`src/rtl/mmio_periph_pkg.sv`:
```
// mmio_periph_pkg: shared register map and load/store size encodings
package mmio_periph_pkg;
  localparam logic [31:0] WIN_BASE    = 32'hFFFF_FFF0;
  localparam logic [31:0] ADDR_ZERO   = 32'hFFFF_FFF0;
  localparam logic [31:0] ADDR_MICROS = 32'hFFFF_FFF4;
  localparam logic [31:0] ADDR_MILLIS = 32'hFFFF_FFF8;
  localparam logic [31:0] ADDR_PWM    = 32'hFFFF_FFFC;
  localparam logic [2:0] F3_B  = 3'b000;
  localparam logic [2:0] F3_H  = 3'b001;
  localparam logic [2:0] F3_W  = 3'b010;
  localparam logic [2:0] F3_BU = 3'b100;
  localparam logic [2:0] F3_HU = 3'b101;
endpackage

```
`src/rtl/mmio_periph_pwm8.sv`:
```
// pwm8: registered compare of a shared 8-bit counter against a duty value
module pwm8 (
  input  logic       clk,
  input  logic       reset,
  input  logic [7:0] duty,
  input  logic [7:0] count,
  output logic       out
);
  always_ff @(posedge clk or posedge reset)
    if (reset) out <= 1'b0;
    else out <= count < duty;
endmodule

```
`src/rtl/mmio_periph.sv`:
```
// mmio_periph: memory-mapped PWM register plus free-running micros/millis timers
module mmio_periph
  import mmio_periph_pkg::*;
#(
  parameter int CLK_FREQ_HZ = 12000000
) (
  input  logic        clk,
  input  logic        reset,
  input  logic [2:0]  funct3,
  input  logic        dmem_wren,
  input  logic [31:0] dmem_address,
  input  logic [31:0] dmem_data_in,
  output logic [31:0] dmem_data_out,
  output logic        led,
  output logic        red,
  output logic        green,
  output logic        blue
);
  localparam int DIV = CLK_FREQ_HZ / 1000000;
  logic [31:0] pwm_reg, micros, millis, presc;
  logic [31:0] rd_word, rd_b_sh, rd_h_sh, rd_val, wmask, wdata;
  logic [9:0]  sub;
  logic [7:0]  pwm_count, rd_b;
  logic [15:0] rd_h;
  logic [3:0]  outs;
  logic        tick, in_win, hit_pwm;
  always_comb begin
    tick    = presc == 32'(DIV - 1);
    in_win  = dmem_address[31:4] == WIN_BASE[31:4];
    hit_pwm = dmem_address[31:2] == ADDR_PWM[31:2];
    rd_word = !in_win ? 32'd0 :
              dmem_address[3:2] == ADDR_PWM[3:2]    ? pwm_reg :
              dmem_address[3:2] == ADDR_MILLIS[3:2] ? millis :
              dmem_address[3:2] == ADDR_MICROS[3:2] ? micros : 32'd0;
    rd_b_sh = rd_word >> {dmem_address[1:0], 3'b000};
    rd_h_sh = rd_word >> {dmem_address[1], 4'b0000};
    rd_b    = rd_b_sh[7:0];
    rd_h    = rd_h_sh[15:0];
    rd_val  = funct3 == F3_B  ? {{24{rd_b[7]}}, rd_b} :
              funct3 == F3_BU ? {24'd0, rd_b} :
              funct3 == F3_H  ? {{16{rd_h[15]}}, rd_h} :
              funct3 == F3_HU ? {16'd0, rd_h} : rd_word;
    // Stores are right-aligned; replicate so the lane mask picks the right copy
    wmask   = funct3 == F3_B ? 32'h0000_00FF << {dmem_address[1:0], 3'b000} :
              funct3 == F3_H ? 32'h0000_FFFF << {dmem_address[1], 4'b0000} : 32'hFFFF_FFFF;
    wdata   = funct3 == F3_B ? {4{dmem_data_in[7:0]}} :
              funct3 == F3_H ? {2{dmem_data_in[15:0]}} : dmem_data_in;
  end
  always_ff @(posedge clk or posedge reset)
    if (reset) begin
      dmem_data_out <= '0;
      pwm_reg       <= '0;
      micros        <= '0;
      millis        <= '0;
      presc         <= '0;
      sub           <= '0;
      pwm_count     <= '0;
    end else begin
      dmem_data_out <= rd_val;
      if (dmem_wren && hit_pwm) pwm_reg <= (pwm_reg & ~wmask) | (wdata & wmask);
      pwm_count <= pwm_count + 8'd1;
      presc     <= tick ? '0 : presc + 32'd1;
      if (tick) begin
        micros <= micros + 32'd1;
        sub    <= sub == 10'd999 ? 10'd0 : sub + 10'd1;
        if (sub == 10'd999) millis <= millis + 32'd1;
      end
    end
  for (genvar i = 0; i < 4; i++) begin : g_pwm
    pwm8 u_pwm (
      .clk  (clk),
      .reset(reset),
      .duty (pwm_reg[8*i +: 8]),
      .count(pwm_count),
      .out  (outs[i])
    );
  end
  assign {led, red, green, blue} = outs;
endmodule

```
`config.mk`:
```
export PLATFORM = sky130hd
export DESIGN_NAME = mmio_periph
export DESIGN_NICKNAME = d
export VERILOG_FILES = /design/src/rtl/mmio_periph_pkg.sv /design/src/rtl/mmio_periph_pwm8.sv /design/src/rtl/mmio_periph.sv
export SDC_FILE = /design/constraint.sdc
export NUM_CORES = 1
export LEC_CHECK = 0
export CAP_MARGIN = 20
export CORE_AREA = 2 2 160 162
export CTS_CLUSTER_DIAMETER = 120
export DETAILED_ROUTE_END_ITERATION = 8
export DIE_AREA = 0 0 162 164
export GPL_TIMING_DRIVEN = 0
export SYNTH_ARGS = -nofsm -noshare
export SYNTH_HDL_FRONTEND = slang
export SYNTH_SLANG_ARGS = --single-unit
export TNS_END_PERCENT = 10
```
`constraint.sdc`:
```
create_clock -name clk -period 14.8 [get_ports clk]
set_input_delay 1.48 -clock clk [delete_from_list [all_inputs] [get_ports clk]]
set_output_delay 1.48 -clock clk [all_outputs]
set_load 0.005 [all_outputs]
```
==> results of run 1 <==
[final cells by class]
cell class | instances | share of cell area
timing repair buffer | 103 | 0.08863
clock buffer | 17 | 0.03605
tap | 330 | 0.03499
sequential | 182 | 0.3859
multi-input combinational | 690 | 0.4147
clock inverter | 15 | 0.01368
inverter | 39 | 0.01304
buffer | 39 | 0.01304
[cell usage in the layout, fill, tap and decap left out, types with 35 or more instances in the layout]
| cell | count |
|---|---|
| nand2_1 | 73 |
| o21ai_0 | 44 |
| mux2_2 | 45 |
| nor2_1 | 51 |
| xnor2_1 | 67 |
| dfrtp_1 | 182 |
| clkdlybuf4s50_1 | 100 |
| nand3_1 | 44 |
| mux2i_1 | 46 |
| nand4_1 | 35 |
| inv_1 | 38 |
[final timing paths]
kind / endpoint / startpoint / depth (start not counted)
min reg2reg: micros[31]$_DFFE_PP0N_ / micros[31]$_DFFE_PP0N_ / 1
min: micros[31]$_DFFE_PP0N_ / micros[31]$_DFFE_PP0N_ / 1
min in group asynchronous: g_pwm[3].u_pwm.out$_DFF_PP0_ / reset / 2
max: flop / dmem_address[12] / 7
max reg2reg: micros[22]$_DFFE_PP0N_ / presc[2]$_DFF_PP0_ / 6
max in group asynchronous: presc[29]$_DFF_PP0_ / reset / 3
[power groups by stage]
stage | logic [W] | registers, W | clock network, W
after floorplan | 0.0000373 | 0.000507 | 0
after global placement | 0.0000712 | 0.000507 | 0
after detailed placement | 0.0000725 | 0.000507 | 0
after CTS | 0.0000727 | 0.000497 | 0.000471
after global routing | 0.0000786 | 0.000497 | 0.000489
final | 0.0000723 | 0.000497 | 0.000462
[worst max-delay path: stages]
cell and delay, ns:
clkdlybuf4s50_1 0.48, nand4_1 0.10, nor4_1 0.45, nand2_1 0.17, nor2_1 0.36, nand2_1 0.46, mux2_2 0.41
[stage by stage]
stage	worst slack [ns]	util	hold WS [ns]	power (W)	cells
global route	11.02	0.4755	0.5051	0.001065	1415
global placement	5.728	0.4495	0.4567	0.0005781	1380
floorplan	8.376	-	0.4416	0.0005442	950
finish	11.19	0.4755	0.4784	0.001031	1415
CTS	11.16	0.4755	0.4767	0.001041	1415
detailed placement	10.72	0.4519	0.4648	0.0005792	1383
[cell families after synthesis]
logic type	count (synthesis)
muxes	91
adders and majority gates	33
xor gates and xnor gates	100
and+or+nand+nor	302
DFF	182
AOI/OAI and AO/OA	164
buffers and inverters	78
[layer usage]
layer  up-vias  track usage  routed length (µm)  part of all wire
met5         -            0                   0                 0
met4         0      0.06195                 565             0.021
met3        29      0.04293                1383             0.052
met2       201       0.3327               12280              0.46
met1      3759       0.2771               12270              0.46
li1       3660            -                   -                 -
==> impl_metrics.tcl, run 1 <==
set metrics [dict create \
    p_clk_frac 0.448 \
    power_leakage_nw 5.425 \
    grt_pass1_vias 7467 \
    grt_start_max_net_pins 124 \
    grt_usage 0.2049 \
    post-synth-top-count-cell "dfrtp_1" \
    synth_cells 950 \
    synth_cell_types 47 \
    worst_ep_arrival_time_ns 3.93 \
    io_pins 106 \
    ir_drop_mv 0.07259 \
    syn_area_mm2 0.009743 \
    synth-adder-area-share 0.04238 \
    rows 58 \
    synthFlopType "dfrtp_1" \
    synth_area_leaders "dfrtp_1, xnor2_1, mux2_2" \
    cts_buffers 17 \
    synth_compound_gate_area_share 0.1108 \
    synth_mux_area_frac 0.09927 \
    skew_ns 0.01483 \
    setup-violations-final 0 \
    drtIter0Drc 535 \
    end_kind "flop" \
    synth_xor_area_frac 0.08989 \
    slew_viol_final 0 \
    ys_seq_elements 182 \
    ff2ff_setup_slack_ns 11.85 \
    chipWidth_um 162 \
    critPathLaunchType "primary input" \
    cts_max_level 4 \
    rsz0062_at_grt "false" \
    cts_hold_buf 0 \
    post_cts_buffers 0 \
    layout-drive-gt1-share 0.09401 \
    power.density_mw_per_mm2 87.35 \
    start_util 0.3926 \
    die_h_um 164 \
    overflow 0 \
    routedWlPerCell_um 18.73 \
    period_needed_ns 3.609 \
    synth_top_family_by_area "simple AND/OR/NAND/NOR gates" \
    seq_area_mm2 0.004554 \
    power_switching_w 0.0002631 \
    switching_share 0.2552 \
    first_pass_iters 5 \
    antenna_cells 0 \
    worstMarginPinSlew_ns 1.013 \
    clk_pin_slew_ns 0.07 \
    postCtsResizedCells 0 \
    wl_um 26500 \
    drc 0 \
    pwr-share-comb 0.070 \
    avgViaCountPerCell 5.406 \
    cts_sinks 182 \
    yosys-top-cells-count "dfrtp_1, nand2_1, xnor2_1, nor2_1, mux2i_1" \
    gp_congestion 0.8771 \
    required_ns 15.12 \
    synthSimpleGateAreaFrac 0.1594 \
    fmax_mhz 277.1 \
    min_path_type "reg -> reg" \
    synth.net_count 1053 \
    cts_tree "done" \
    yosys_warnings 0 \
    cts_max_path_buffers 2 \
    syn_avg_cell_area_um2 10.26 \
    num_vias 7649 \
    synthToLayoutAreaGrowth_pct 21.12 \
    maxCapViolations 0 \
    seqPwrFrac 0.482 \
    multi_input_area_mm2 0.004893 \
    synth_edf_count 0 \
    fill_cells 2331 \
    io_buffers 100 \
    setup_tns_ns 0 \
    cp_max_fo 8 \
    max_slew_margin 0.3192 \
    grt_pass1_wl_um 41880 \
    antenna_found_initial 0 \
    postPlaceCellArea_mm2 0.01121 \
    fin_crit_sh 0.2438 \
    intPower_w 0.0007678 \
    ant_nets 0 \
    async_reset_ff_frac 1.000 \
    insertion_delay_ns 0.44 \
    fin_area_mm2 0.01180 \
    status "finished clean" \
    synth_top_area_frac 0.4674 \
    nets 1175 \
    core_region_area_mm2 0.02482 \
    hold_viol_final 0 \
    die_area_mm2 0.02657 \
    dp_hpwl_um 20060 \
    crit_type "in -> reg" \
    yosysTopAreaCell "dfrtp_1" \
    seq_area_frac_synth 0.4674 \
    root_buffer "clkbuf_16" \
]
Note: power is estimated with default switching activity, not from simulation.
==> inputs of run 2 (changes only) <==
==> constraint.sdc (replaced) <==
create_clock -name clk -period 3 [get_ports clk]
set_input_delay 0.3 -clock clk [delete_from_list [all_inputs] [get_ports clk]]
set_output_delay 0.3 -clock clk [all_outputs]
set_load 0.005 [all_outputs]
==> run 2 against run 1 <==
Non-clock buffer count increased by 3. Critical path depth decreased by 1. Design area rose by 0.54%. Sequential share of layout area down 0.21 points. Combinational power grew to 5.1 times the previous value. Largest power group unchanged. Wire length up 1.8%. Sequential power increased to 4.9 times the previous value. First-iteration DRC count down 6.9%. Register-to-register slack lost 12 ns. Flip-flop and latch count did not move. Utilization increased by 0.26 points. Highest routed layer unchanged.
==> impl_metrics.tcl, run 2 (same netlist as run 1, synthesis figures left out) <==
set metrics [dict create \
    routedWlPerCell_um 19.03 \
    clk_pin_slew_ns 0.08 \
    die_area_mm2 0.02657 \
    insertion_delay_ns 0.45 \
    drc 0 \
    cts_tree "done" \
    max_slew_margin 0.3601 \
    cts_max_path_buffers 2 \
    cp_cell_sequence "nor4_1 -> nand4_1 -> or3_1 -> nor3_2 -> nand4_1 -> xnor2_1" \
    grt_pass1_vias 7570 \
    final_common_cell "dfrtp_1" \
    power_leakage_nw 5.455 \
    postPlaceCellArea_mm2 0.01126 \
    setup_slack_ns 0.2566 \
    period_needed_ns 2.743 \
    ff2ff_setup_slack_ns 0.26 \
    cts_sinks 182 \
    switching_share 0.2477 \
    power_switching_w 0.001282 \
    wl_um 26990 \
    rsz0062_at_grt "false" \
    fin_area_mm2 0.01187 \
    cp_max_fo 9 \
    end_kind "flop" \
    slew_viol_final 0 \
    die_h_um 164 \
    chipWidth_um 162 \
    antenna_cells 0 \
    avgViaCountPerCell 5.332 \
    hold_viol_final 0 \
    io_pins 106 \
    fmax_mhz 364.5 \
    cts_hold_buf 0 \
    seqPwrFrac 0.474 \
    layout-drive-gt1-share 0.09651 \
    first_pass_iters 5 \
    gp_congestion 0.9048 \
    core_region_area_mm2 0.02482 \
    overflow 0 \
    grt_pass1_wl_um 43040 \
    final_cell_mix "dfrtp_1, clkdlybuf4s50_1, nand2_1" \
    grt_usage 0.2116 \
    critPathLaunchType "flop" \
    antenna_found_initial 0 \
    cpMaxStageDelayCell "nor3_2" \
    power.density_mw_per_mm2 436.3 \
    fill_cells 2363 \
    crit_type "reg -> reg" \
    cts_max_level 4 \
    p_clk_frac 0.456 \
    maxCapViolations 0 \
    num_vias 7561 \
    worstMarginPinSlew_ns 0.9511 \
    nets 1178 \
    dp_hpwl_um 20610 \
    required_ns 3.33 \
    grt_start_max_net_pins 45 \
    ant_nets 0 \
    post-place-ws_ns 0.05022 \
    skew_ns 0.01417 \
    io_buffers 100 \
    worst_ep_arrival_time_ns 3.07 \
    status "finished clean" \
    start_util 0.3926 \
    crit_top_cell "nand4_1" \
    drtIter0Drc 498 \
    ir_drop_mv 0.3930 \
    setup-violations-final 0 \
    rows 58 \
    intPower_w 0.003895 \
    synthToLayoutAreaGrowth_pct 21.78 \
    setup_tns_ns 0 \
    cts_buffers 17 \
    fin_crit_sh 0.9145 \
    pwr-share-comb 0.071 \
    min_path_type "in -> async" \
    worstRegToRegCells 6 \
    crit_path_max_incr_delay_ns 0.62 \
    whs_ns 0.3162 \
    root_buffer "clkbuf_16" \
]
-- run 2: cell count changes in the layout (fill, tap and decap cells not counted), sizes merged --
cell and delta:
buf +4, bufinv +1, clkbuf +2, clkdlybuf4s18 -1
clkinv -3
-- run 2: worst max-delay path, delay by kind of cell, from the launching register on --
| kind | cells | cell delay [ns] |
|---|---|---|
| flip-flops | 1 | 0.45 |
| XOR/XNOR | 1 | 0.17 |
| AND/OR/NAND/NOR | 5 | 2.01 |
-- run 2: repair_timing --
action	in CTS	in global routing
gates resized for setup	0	1
setup buffers	0	0
endpoints found under the setup margin	0	6
-- run 2: area by class of cell --
cell class / count / area (µm²) / share of cell area
timing repair buffer: 106 / 1094 / 0.09217
sequential: 182 / 4554 / 0.3838
clock buffer: 19 / 442.9 / 0.03733
tap: 330 / 412.9 / 0.03480
clock inverter: 13 / 158.9 / 0.01339
multi-input combinational: 690 / 4898 / 0.4128
buffer: 39 / 153.9 / 0.01297
inverter: 39 / 150.1 / 0.01265
-- run 2: path summary, 6_finish.rpt --
check,start,endpoint
max reg2reg,presc[2]$_DFF_PP0_,millis[25]$_DFFE_PP0P_
min reg2reg,micros[31]$_DFFE_PP0N_,micros[31]$_DFFE_PP0N_
max in group asynchronous,reset,presc[23]$_DFF_PP0_
max,presc[2]$_DFF_PP0_,millis[25]$_DFFE_PP0P_
min in group clk,dmem_address[2],flop
min,reset,async pin
-- run 2: power groups by stage --
stage | sequential (W) | clock [W] | combinational [W]
detailed placement | 0.00250 | 0 | 0.000367
global route | 0.00245 | 0.00250 | 0.000398
CTS | 0.00245 | 0.00240 | 0.000368
finish | 0.00245 | 0.00236 | 0.000366
floorplan | 0.00250 | 0 | 0.000185
global placement | 0.00250 | 0 | 0.000352
-- run 2: through the flow --
stage                     std cells  total power [W]  utilization
final                          1418         0.005177       0.4781
after global routing           1418         0.005351       0.4781
after floorplan                 950         0.002685            -
after CTS                      1418         0.005222       0.4779
after global placement         1380         0.002853       0.4497
after detailed placement       1386         0.002867       0.4536
-- run 2: per-layer routing --
layer	wire length, µm	up-vias	GRT usage
met4	684	0	0.07522
li1	-	3662	-
met5	0	-	0
met2	12620	202	0.3453
met1	12350	3660	0.2850
met3	1331	37	0.03636
==> inputs of run 3 (changes only) <==
--- a/config.mk
+++ b/config.mk
@@ -10,7 +10,6 @@
 export CTS_CLUSTER_DIAMETER = 120
 export DETAILED_ROUTE_END_ITERATION = 8
 export DIE_AREA = 0 0 162 164
-export GPL_TIMING_DRIVEN = 0
 export SYNTH_ARGS = -nofsm -noshare
 export SYNTH_HDL_FRONTEND = slang
 export SYNTH_SLANG_ARGS = --single-unit
==> run 3 against run 2 <==
Sequential share of layout area decreased by 0.16 points. Combinational power about the same. Clock skew decreased by 0.00094 ns. Fmax increased by 12%. Clock power decreased by 7%. Register-to-register slack improved by 0.29 ns. Critical path type unchanged. Critical endpoint is now micros[12]$_DFFE_PP0N_.
==> impl_metrics.tcl, run 3 (same netlist as run 1, synthesis figures left out) <==
set metrics [dict create \
    max_slew_margin 0.5759 \
    required_ns 3.31 \
    insertion_delay_ns 0.44 \
    gp_congestion 0.8520 \
    postPlaceCellArea_mm2 0.01135 \
    clk_pin_slew_ns 0.08 \
    cts_max_level 4 \
    cp_max_fo 18 \
    cts_max_path_buffers 2 \
    end_kind "flop" \
    setup-violations-final 0 \
    start_util 0.3926 \
    io_pins 106 \
    fmax_mhz 407.1 \
    crit_type "reg -> reg" \
    rows 58 \
    skew_ns 0.01323 \
    whs_ns 0.2250 \
    cts_buffers 17 \
    nets 1171 \
    setup_tns_ns 0 \
    cts_tree "done" \
    ir_drop_mv 0.3271 \
    dp_hpwl_um 20060 \
    fin_crit_sh 0.8188 \
    final_common_cell "dfrtp_1" \
    status "finished clean" \
    critPathLaunchType "flop" \
    synthToLayoutAreaGrowth_pct 22.29 \
    power_leakage_nw 5.523 \
    ff2ff_setup_slack_ns 0.54 \
    root_buffer "clkbuf_16" \
    drc 0 \
    grt_pass1_wl_um 42260 \
    postCtsResizedCells 0 \
    worstMarginPinSlew_ns 0.6348 \
    final_cell_mix "dfrtp_1, clkdlybuf4s50_1, nand2_1" \
    core_region_area_mm2 0.02482 \
    post_cts_buffers 0 \
    cts_hold_buf 0 \
    hold_viol_final 0 \
    avgViaCountPerCell 5.355 \
    rsz0062_at_grt "false" \
    grt_usage 0.2067 \
    die_area_mm2 0.02657 \
    grt_pass1_vias 7547 \
    io_buffers 105 \
    grt_start_max_net_pins 57 \
    num_vias 7550 \
    first_pass_iters 5 \
    overflow 0 \
    power.density_mw_per_mm2 421.0 \
    antenna_found_initial 0 \
    routedWlPerCell_um 18.78 \
    wl_um 26470 \
    fin_area_mm2 0.01192 \
    maxCapViolations 0 \
    die_h_um 164 \
    ant_nets 0 \
    cts_sinks 182 \
    chipWidth_um 162 \
    min_path_type "in -> async" \
    antenna_cells 0 \
    slew_viol_final 0 \
    drtIter0Drc 519 \
    period_needed_ns 2.456 \
    worst_ep_arrival_time_ns 2.77 \
    layout-drive-gt1-share 0.1176 \
]
-- run 3: changes by cell type in the layout (fill, tap and decap cells not counted), sizes merged, moves of 2 or more --
| cell | previous run | this run |
|---|---|---|
| inv | 46 | 48 |
| bufinv | 2 | 0 |
| clkdlybuf4s50 | 100 | 105 |
| buf | 18 | 33 |
| clkbuf | 46 | 18 |
-- run 3: area by class of cell --
| type | instances | area, µm² |
|---|---|---|
| Fill cell | 2294 | 12900 |
| Sequential cell | 182 | 4554 |
| Inverter | 39 | 150.1 |
| Clock buffer | 18 | 439.2 |
| Tap cell | 330 | 412.9 |
| Multi-Input combinational cell | 690 | 4898 |
| Timing Repair Buffer | 138 | 1336 |
| Clock inverter | 13 | 123.9 |
-- run 3: critical path, stage by stage (launching register included) --
cell	delay [ns]
dfrtp_1	0.45
nor4_1	0.39
nand4_1	0.25
or2_2	0.51
nor3_1	0.45
nand3_1	0.15
xnor2_1	0.14
-- run 3: final timing paths --
check	start	cells past startpoint	endpoint
max	presc[14]$_DFF_PP0_	6	micros[12]$_DFFE_PP0N_
min	reset	2	micros[26]$_DFFE_PP0N_
max reg2reg	presc[14]$_DFF_PP0_	6	micros[12]$_DFFE_PP0N_
min reg2reg	micros[31]$_DFFE_PP0N_	1	micros[31]$_DFFE_PP0N_
max in group asynchronous	reset	3	millis[18]$_DFFE_PP0P_
min in group clk	micros[31]$_DFFE_PP0N_	1	micros[31]$_DFFE_PP0N_
-- run 3: routing by layer --
layer | part of all wire | global-route usage | up-vias
met5 | 0 | 0 | -
met4 | 0.027 | 0.07039 | 0
met3 | 0.051 | 0.03914 | 37
met2 | 0.47 | 0.3395 | 224
met1 | 0.46 | 0.2757 | 3648
li1 | - | - | 3641
-- run 3: per-stage QoR --
| step | worst slack [ns] | power [W] | utilization | instances |
|---|---|---|---|---|
| 6_report | 0.5436 | 0.005016 | 0.4801 | 1410 |
| 4_1_cts | 0.5605 | 0.005071 | 0.4801 | 1410 |
| 5_1_grt | 0.3226 | 0.005187 | 0.4801 | 1410 |
| 3_3_place_gp | 0.2742 | 0.002871 | 0.4574 | 1379 |
| 2_1_floorplan | 0.3634 | 0.002685 | - | 950 |
| 3_5_place_dp | 0.2512 | 0.002870 | 0.4574 | 1379 |
-- run 3: power breakdown --
part / leakage (nW) / switching (W) / internal, W / total (W)
combinational: 2.85 / 0.000200 / 0.000169 / 0.000369
clock: 0.280 / 0.00107 / 0.00112 / 0.00220
sequential: 2.39 / 0.0000000000133 / 0.00245 / 0.00245
